<file path="src/rtl/mult_seq_ctrl_if.sv">
// Start/strobe bundle between the issuing unit (master) and the shift-add
// multiply sequencer (slave), including the datapath control strobes.
interface mult_seq_ctrl_if #(
    parameter int WIDTH = 32,
    parameter int CNT_W = $clog2(WIDTH + 1)
);
    logic             start;
    logic             lsb;
    logic             mplier_zero;
    logic             load;
    logic             clear_prod;
    logic             prod_we;
    logic             shift;
    logic             ready;
    logic             busy;
    logic             done;
    logic [CNT_W-1:0] iter_cnt;

    modport master (
        output start, lsb, mplier_zero,
        input  load, clear_prod, prod_we, shift, ready, busy, done, iter_cnt
    );

    modport slave (
        input  start, lsb, mplier_zero,
        output load, clear_prod, prod_we, shift, ready, busy, done, iter_cnt
    );
endinterface

</file>
<file path="src/rtl/mult_seq_ctrl.sv">
// Sequencer for the shift-add multiplier: LOAD, WIDTH ITER steps, one-cycle DONE.
// Optional MULT_EARLY_EXIT_EN ends ITER as soon as the multiplier register is zero.
module mult_seq_ctrl #(
    parameter int WIDTH = 32,
    parameter int CNT_W = $clog2(WIDTH + 1)
) (
    input  logic           clk,
    input  logic           reset,
    mult_seq_ctrl_if.slave bus
);
    typedef enum logic [1:0] {IDLE, LOAD, ITER, DONE} state_t;

    state_t           state, state_nxt;
    logic [CNT_W-1:0] cnt, cnt_nxt;
    logic             last_iter;
    logic             early_exit;

    assign last_iter = (cnt == CNT_W'(WIDTH - 1));

`ifdef MULT_EARLY_EXIT_EN
    // Remaining multiplier bits are zero, so skipping them cannot change the product.
    assign early_exit = (state == ITER) && bus.mplier_zero;
`else
    logic unused_mplier_zero;
    assign unused_mplier_zero = bus.mplier_zero;
    assign early_exit = 1'b0;
`endif

    always_ff @(posedge clk or posedge reset) begin
        if (reset) begin
            state <= IDLE;
            cnt   <= '0;
        end else begin
            state <= state_nxt;
            cnt   <= cnt_nxt;
        end
    end

    always_comb begin
        state_nxt      = state;
        cnt_nxt        = cnt;
        bus.load       = 1'b0;
        bus.clear_prod = 1'b0;
        bus.prod_we    = 1'b0;
        bus.shift      = 1'b0;
        bus.ready      = 1'b0;
        bus.busy       = 1'b0;
        bus.done       = 1'b0;
        case (state)
            IDLE: begin
                bus.ready = 1'b1;
                if (bus.start) state_nxt = LOAD;
            end
            LOAD: begin
                bus.load       = 1'b1;
                bus.clear_prod = 1'b1;
                bus.busy       = 1'b1;
                cnt_nxt        = '0;
                state_nxt      = ITER;
            end
            ITER: begin
                bus.busy = 1'b1;
                if (early_exit) begin
                    state_nxt = DONE;
                end else begin
                    bus.shift   = 1'b1;
                    bus.prod_we = bus.lsb;
                    cnt_nxt     = cnt + 1'b1;
                    if (last_iter) state_nxt = DONE;
                end
            end
            DONE: begin
                bus.done  = 1'b1;
                state_nxt = IDLE;
            end
            default: state_nxt = IDLE;
        endcase
    end

    assign bus.iter_cnt = cnt;
endmodule

</file>
<file path="src/flat_wrapper.sv">
// flat-port wrapper written by rule: the top's interface ports become plain ports
module mult_seq_ctrl_flat 
#(
    parameter int WIDTH = 32,
    parameter int CNT_W = $clog2(WIDTH + 1)
)
  (clk, reset, bus_start, bus_lsb, bus_mplier_zero, bus_load, bus_clear_prod, bus_prod_we, bus_shift, bus_ready, bus_busy, bus_done, bus_iter_cnt);
  mult_seq_ctrl_if #(.WIDTH(WIDTH), .CNT_W(CNT_W)) bus_i ();
  input  logic clk;
  input  logic reset;
  input wire logic [$bits(bus_i.start)-1:0] bus_start;
  input wire logic [$bits(bus_i.lsb)-1:0] bus_lsb;
  input wire logic [$bits(bus_i.mplier_zero)-1:0] bus_mplier_zero;
  output wire logic [$bits(bus_i.load)-1:0] bus_load;
  output wire logic [$bits(bus_i.clear_prod)-1:0] bus_clear_prod;
  output wire logic [$bits(bus_i.prod_we)-1:0] bus_prod_we;
  output wire logic [$bits(bus_i.shift)-1:0] bus_shift;
  output wire logic [$bits(bus_i.ready)-1:0] bus_ready;
  output wire logic [$bits(bus_i.busy)-1:0] bus_busy;
  output wire logic [$bits(bus_i.done)-1:0] bus_done;
  output wire logic [$bits(bus_i.iter_cnt)-1:0] bus_iter_cnt;
  assign bus_i.start = bus_start;
  assign bus_i.lsb = bus_lsb;
  assign bus_i.mplier_zero = bus_mplier_zero;
  assign bus_load = bus_i.load;
  assign bus_clear_prod = bus_i.clear_prod;
  assign bus_prod_we = bus_i.prod_we;
  assign bus_shift = bus_i.shift;
  assign bus_ready = bus_i.ready;
  assign bus_busy = bus_i.busy;
  assign bus_done = bus_i.done;
  assign bus_iter_cnt = bus_i.iter_cnt;
  mult_seq_ctrl #(.WIDTH(WIDTH), .CNT_W(CNT_W)) u_core (.clk(clk), .reset(reset), .bus(bus_i));
endmodule
</file>
<file path="config.mk">
export PLATFORM = sky130hd
export DESIGN_NAME = mult_seq_ctrl_flat
export DESIGN_NICKNAME = d
export VERILOG_FILES = /design/src/rtl/mult_seq_ctrl_if.sv /design/src/rtl/mult_seq_ctrl.sv /design/src/flat_wrapper.sv
export SDC_FILE = /design/constraint.sdc
export NUM_CORES = 1
export LEC_CHECK = 0
export ABC_AREA = 1
export CAP_MARGIN = 20
export CORE_UTILIZATION = 30
export CTS_BUF_LIST = sky130_fd_sc_hd__clkbuf_8
export DETAILED_ROUTE_END_ITERATION = 10
export PLACE_DENSITY_LB_ADDON = 0.05
export SLEW_MARGIN = 30
export SYNTH_ARGS = -nofsm -noshare
export SYNTH_HDL_FRONTEND = slang
export SYNTH_SLANG_ARGS = --single-unit
</file>
<file path="constraint.sdc">
create_clock -name clk -period 1.7 [get_ports clk]
set_input_delay 0.34 -clock clk [delete_from_list [all_inputs] [get_ports clk]]
set_output_delay 0.34 -clock clk [all_outputs]
set_load 0.02 [all_outputs]
</file>
==> summary.md, run 1 <==
| Metric | Value |
|---|---|
| Post-route antenna net violation count | `0` |
| Global-route wire length before repair | `1720 µm` |
| Iteration-0 DRC Markers | `6` |
| Cell Int Power | `753 µW` |
| Drt via density | `4.39` |
| Fin crit share | `94.5%` |
| Largest net degree at the start of global routing | `10` |
| Clock Skew | `0.00141 ns` |
| Crit path required time | `1.36 ns` |
| CP max stage delay | `0.38 ns` |
| # DRC | `0` |
| Worst EP arrival | `1.27 ns` |
| Initial Util | `33.0%` |
| Antenna violations before repair | `0` |
| Antenna Cells | `0` |
| Crit-path slowest cell | `dfrtp_1` |
| Finished Cell Area | `747 µm²` |
| Max-Cap Viols | `0` |
| Dpl hpwl | `776 µm` |
| Mapped cell area | `509 µm²` |
| Max FO, Critical Path | `3` |
| Syn avg cell area | `7.96 µm²` |
| Worst slew pin tran | `0.310 ns` |
| Slew headroom | `79.3%` |
| Clk pwr share | `16.7%` |
| Clk buf depth | `2` |
| Post-Syn Nets | `74` |
| Ports | `18` |
| HP Class | `in2async` |
| Die width | `43.2 µm` |
| Die height | `43.2 µm` |
| # placed instances | `99` |
| Area of placed instances | `712 µm²` |
| Critical path startpoint category | `flip-flop` |
| Cts hold-fix bufs | `0` |
| WL final | `975 µm` |
| Tightest hold margin | `0.358 ns` |
| Count of pins over their slew limit | `0` |
| Routed len/inst | `9.56 µm` |
| Post-CTS Setup Inserts | `0` |
| Global routing usage on met3 | `3.83%` |
| Cell mode on critical path | `inv_1` |
| Commonest non-fill, non-tap cell in the layout | `nand2_1` |
| Row cnt | `14` |
| Critical-path cell list | `inv_1 > ha_1 > nand2_1 > inv_1 > clkdlybuf4s15_1` |
| Pleak | `0.000418 µW` |
| Clock root cell | `clkbuf_8` |
| Combinational share of power | `60.9%` |
| TritonCTS Buffers | `3` |
| Register area share after synthesis | `39.3%` |
| Via count | `448` |
| Core region area | `1540 µm²` |
| FMAX | `623 MHz` |
| First-pass DRT Iterations | `2` |
| Clock sinks | `8` |
| Most Crowded Layer GR | `met2` |
| GR Util met1 | `15.2%` |
| Ys Warns | `0` |
| RSZ-0062 raised after global routing | `no` |
| Tmin final | `1.61 ns` |
| Layout area overhead | `46.7%` |
| Synthesized flop and latch total | `8` |
| Family with the most delay on the worst path | `buffers and inverters` |
| Vias in the first global route | `430` |
| Pwr Density | `1830 nW/µm²` |
| Net Sw Power | `616 µW` |
| Sw Ratio | `45.0%` |
| GPL Wtd Cong | `0.755` |
| Sequential power share | `22.4%` |
| Final setup viols | `0` |
| Synth area leader | `dfrtp_1` |
| Post-layout util | `48.5%` |
| Status | `completed` |
| Share of layout cells above drive strength 1 | `17.4%` |
| GRT Residual Overflow | `0` |
| Synth unique cells | `16` |
| Yosys top cell area share | `39.3%` |
| Setup_tns | `0 ns` |
| CTS clk-pin slew, worst paths | `0.04 ns` |
| Post-synthesis instance total | `64` |
| Final Hold Fails | `0` |
| Die area | `1870 µm²` |
| Crit path kind | `reg2out` |
| Max VDD drop | `1.14 mV` |
| Later-pin clock latency in the skew report | `0.23 ns` |
| # H-tree levels | `1` |
| Largest cells by area after synthesis | `dfrtp_1, ha_1, nand2_1` |
| Most frequent cells in the layout | `nand2_1, inv_1, dfrtp_1, nor2_1, clkdlybuf4s50_1` |
| Crit path buf inv count | `3` |
| Final nets | `98` |
| GRT met2 Usage | `19.1%` |
| CTS tree | `yes` |
| # port buffers | `16` |
| GRT Total Usage | `13.3%` |
| Cell Count, Final, Fillers Out | `102` |
| CP endpoint kind | `output port` |
==> synthesized netlist by cell type <==
cell type and instances:
inv_1 10, nor2_4 1, dfrtp_1 8, a21oi_1 3, nor2_1 7, o21ai_0 1
ha_1 5, nand4_1 1, nand2_4 1, o21bai_2 1, nand2_2 1, buf_4 2
nand3_2 1, nand2_1 16, or2_2 1, nand3_1 5
==> layer usage <==
layer,vias up,routed length (µm)
met5,-,0
met4,0,15
met3,2,57
met2,12,452
met1,193,450
li1,241,-
==> final timing paths <==
| path | startpoint | end | slack, ns | depth (start not counted) |
|---|---|---|---|---|
| max in group asynchronous | reset | u_core.bus.iter_cnt[3] | 1.11 | 2 |
| worst min register to register | u_core.state[1] | u_core.state[1] | 0.55 | 2 |
| min in group clk | u_core.state[1] | u_core.state[1] | 0.55 | 2 |
| worst min-delay path | reset | u_core.state[1] | 0.36 | 2 |
| worst max-delay path | u_core.state[0] | bus_prod_we | 0.09 | 5 |
| worst max register to register | u_core.state[1] | u_core.bus.iter_cnt[4] | 0.26 | 8 |
==> final cells by class <==
type / count / area [µm²]
flip-flops and latches: 8 / 200
inverters: 10 / 37.5
fillers: 162 / 795
repair buffers: 21 / 191
clock buffers: 3 / 41.3
multi-input cells: 44 / 256
well taps: 16 / 20.0
==> stage by stage <==
step | setup slack (ns) | power [µW]
6_report | 0.0940 | 1370
5_1_grt | 0.0145 | 1490
4_1_cts | 0.0188 | 1400
3_5_place_dp | -0.120 | 1240
3_3_place_gp | -0.114 | 1230
2_1_floorplan | 0.209 | 903
==> logic make-up after synthesis <==
kind of cell	Yosys count	share of synthesized area, %
compound gates	5	6.14
fa+ha+maj	5	12.3
buf+inv	12	10.3
flops	8	39.3
simple gates	34	31.9
==> repair_timing <==
item / CTS / global route
resized for setup: 7 / 5
gates cloned: 0 / 0
endpoints found under the setup margin: 7 / 4
hold endpoints to repair: 0 / 0
==> power groups by stage <==
| stage | Sequential [µW] | Combinational, µW | Clock (µW) |
|---|---|---|---|
| detailed placement | 308 | 927 | 0 |
| CTS | 308 | 859 | 235 |
| global placement | 309 | 922 | 0 |
| finish | 306 | 834 | 229 |
| floorplan | 337 | 566 | 0 |
| global route | 318 | 922 | 248 |
==> flip-flops by register name (all words and copies together) (netlist names) <==
| name | flops |
|---|---|
| u_core.state | 2 |
| u_core.bus.iter_cnt | 6 |
Note: power is estimated with default switching activity, not from simulation.
==> inputs of run 2 (changes only) <==
--- a/config.mk
+++ b/config.mk
@@ -7,11 +7,13 @@
 export LEC_CHECK = 0
 export ABC_AREA = 1
 export CAP_MARGIN = 20
+export CELL_PAD_IN_SITES_DETAIL_PLACEMENT = 1
+export CELL_PAD_IN_SITES_GLOBAL_PLACEMENT = 1
 export CORE_UTILIZATION = 30
 export CTS_BUF_LIST = sky130_fd_sc_hd__clkbuf_8
 export DETAILED_ROUTE_END_ITERATION = 10
 export PLACE_DENSITY_LB_ADDON = 0.05
-export SLEW_MARGIN = 30
+export SLEW_MARGIN = 20
 export SYNTH_ARGS = -nofsm -noshare
 export SYNTH_HDL_FRONTEND = slang
 export SYNTH_SLANG_ARGS = --single-unit
==> run 2 against run 1 <==
  * Sequential share of layout area is essentially flat
  * Clock power grew 2%
  * Clock skew is essentially flat
  * Setup slack lost 0.032 ns
  * Utilization shrank 0.081 points
  * Largest cell class unchanged
  * Highest routed layer unchanged
==> summary.md, run 2 (synthesis gave the netlist of run 1 again) <==
| Metric | Value |
|---|---|
| Most frequent cells in the layout | `nand2_1, inv_1, dfrtp_1, nor2_1, clkdlybuf4s50_1` |
| Iteration-0 DRC Markers | `2` |
| Later-pin clock latency in the skew report | `0.23 ns` |
| Most Crowded Layer GR | `met2` |
| Commonest non-fill, non-tap cell in the layout | `nand2_1` |
| Dpl hpwl | `862 µm` |
| Final Hold Fails | `0` |
| Family with the most delay on the worst path | `buffers and inverters` |
| Critical path startpoint category | `flip-flop` |
| Largest register FFs | `6` |
| Reg2reg setup slack | `0.29 ns` |
| Slew headroom | `77.3%` |
| Crit path required time | `1.36 ns` |
| Global routing usage on met3 | `5.11%` |
| Area of placed instances | `712 µm²` |
| Die area | `1870 µm²` |
| Crit-path slowest cell | `dfrtp_1` |
| # DRC | `0` |
| RSZ-0062 raised after global routing | `no` |
| Tmin final | `1.64 ns` |
| Cts hold-fix bufs | `0` |
| TritonCTS Buffers | `3` |
| Die width | `43.2 µm` |
| # port buffers | `16` |
| Share of layout cells above drive strength 1 | `17.4%` |
| Clock sinks | `8` |
| Crit path buf inv count | `2` |
| Fin crit share | `96.4%` |
| Largest net degree at the start of global routing | `10` |
| Final setup viols | `0` |
| GRT Residual Overflow | `0` |
| Pwr Density | `1890 nW/µm²` |
| Final nets | `98` |
| Layout area overhead | `46.4%` |
| Finished Cell Area | `746 µm²` |
| # placed instances | `99` |
| Clock Skew | `0.000939 ns` |
| Die height | `43.2 µm` |
| Vias in the first global route | `471` |
| Max-Cap Viols | `0` |
| Count of pins over their slew limit | `0` |
| WL final | `1140 µm` |
| GRT Total Usage | `14.8%` |
| # H-tree levels | `1` |
| Status | `completed` |
| GRT met2 Usage | `22.4%` |
| CP max stage delay | `0.37 ns` |
| CP endpoint kind | `output port` |
| GR Util met1 | `19.4%` |
| Core region area | `1540 µm²` |
| Cell Count, Final, Fillers Out | `102` |
| GPL Wtd Cong | `0.661` |
| Antenna Cells | `0` |
| Post-route antenna net violation count | `0` |
| Worst slew pin tran | `0.340 ns` |
| CTS clk-pin slew, worst paths | `0.04 ns` |
| Global-route wire length before repair | `2020 µm` |
| Max FO, Critical Path | `3` |
| FMAX | `610 MHz` |
| First-pass DRT Iterations | `2` |
| Pleak | `0.000426 µW` |
| Tightest hold margin | `0.374 ns` |
| Clk buf depth | `2` |
| # fillers | `200` |
| HP Class | `in2async` |
| Overall power | `1410 µW` |
| CTS tree | `yes` |
| Antenna violations before repair | `0` |
| Critical-path cell list | `inv_1 > ha_1 > dlygate4sd2_1` |
| Via count | `464` |
| Routed len/inst | `11.2 µm` |
| Clock root cell | `clkbuf_8` |
| Ports | `18` |
| Initial Util | `33.0%` |
| Drt via density | `4.55` |
| Row cnt | `14` |
| Max VDD drop | `1.02 mV` |
| Crit path kind | `reg2out` |
| Worst EP arrival | `1.30 ns` |
[run 2: path summary, 6_finish.rpt]
path,startpoint,end,depth (start not counted)
worst max-delay path,u_core.state[1],bus_busy,3
worst min-delay path,reset,u_core.state[1],2
worst max register to register,u_core.state[1],u_core.bus.iter_cnt[4],8
worst min register to register,u_core.bus.iter_cnt[1],u_core.bus.iter_cnt[1],2
max in group asynchronous,reset,u_core.bus.iter_cnt[0],2
min in group clk,u_core.bus.iter_cnt[1],u_core.bus.iter_cnt[1],2
[run 2: what timing repair did]
| action | in CTS | in global routing |
|---|---|---|
| buffers inserted | 0 | 0 |
| setup endpoints to repair | 7 | 3 |
| gates resized for setup | 7 | 4 |
[run 2: through the flow]
step | util (%) | worst slack, ns | TNS [ns]
final | 48.4 | 0.0619 | 0
after global routing | 48.4 | 0.00383 | 0
after CTS | 48.3 | 0.0225 | 0
after detailed placement | 46.2 | -0.128 | -0.128
after global placement | 46.2 | -0.114 | -0.114
after floorplan | - | 0.209 | 0
[run 2: power by group]
part	leakage, µW	total (µW)	switching, µW	internal, µW
sequential	0.000106	287	40.1	247
clock	0.0000216	233	79.4	154
combinational	0.000298	888	514	373
[run 2: final cells by class]
type	count	area (µm²)	area share [%]
Multi-Input combinational cell	44	256	34.4
Sequential cell	8	200	26.8
Timing Repair Buffer	21	190	25.5
Clock buffer	3	41.3	5.54
Inverter	10	37.5	5.03
Tap cell	16	20.0	2.68
[run 2: worst register-to-register path, stage by stage, from the launching register on]
cell	delay, ns
dfrtp_1	0.37
inv_1	0.07
ha_1	0.29
buf_4	0.17
nand3_1	0.11
nor2_1	0.13
nand2_1	0.06
nand2_1	0.06
nor2_1	0.04
[run 2: routing by layer]
metal | vias up | share of wire, %
li1 | 241 | -
met1 | 210 | 48
met2 | 11 | 46
met3 | 2 | 5.4
met4 | 0 | 1.2
met5 | - | 0
==> inputs of run 3 (changes only) <==
--- a/config.mk
+++ b/config.mk
@@ -11,6 +11,7 @@
 export CELL_PAD_IN_SITES_GLOBAL_PLACEMENT = 1
 export CORE_UTILIZATION = 30
 export CTS_BUF_LIST = sky130_fd_sc_hd__clkbuf_8
+export CTS_CLUSTER_SIZE = 14
 export DETAILED_ROUTE_END_ITERATION = 10
 export PLACE_DENSITY_LB_ADDON = 0.05
 export SLEW_MARGIN = 20
==> results of run 3 <==
Final layout, timing and power as in run 2 (identical DEF).
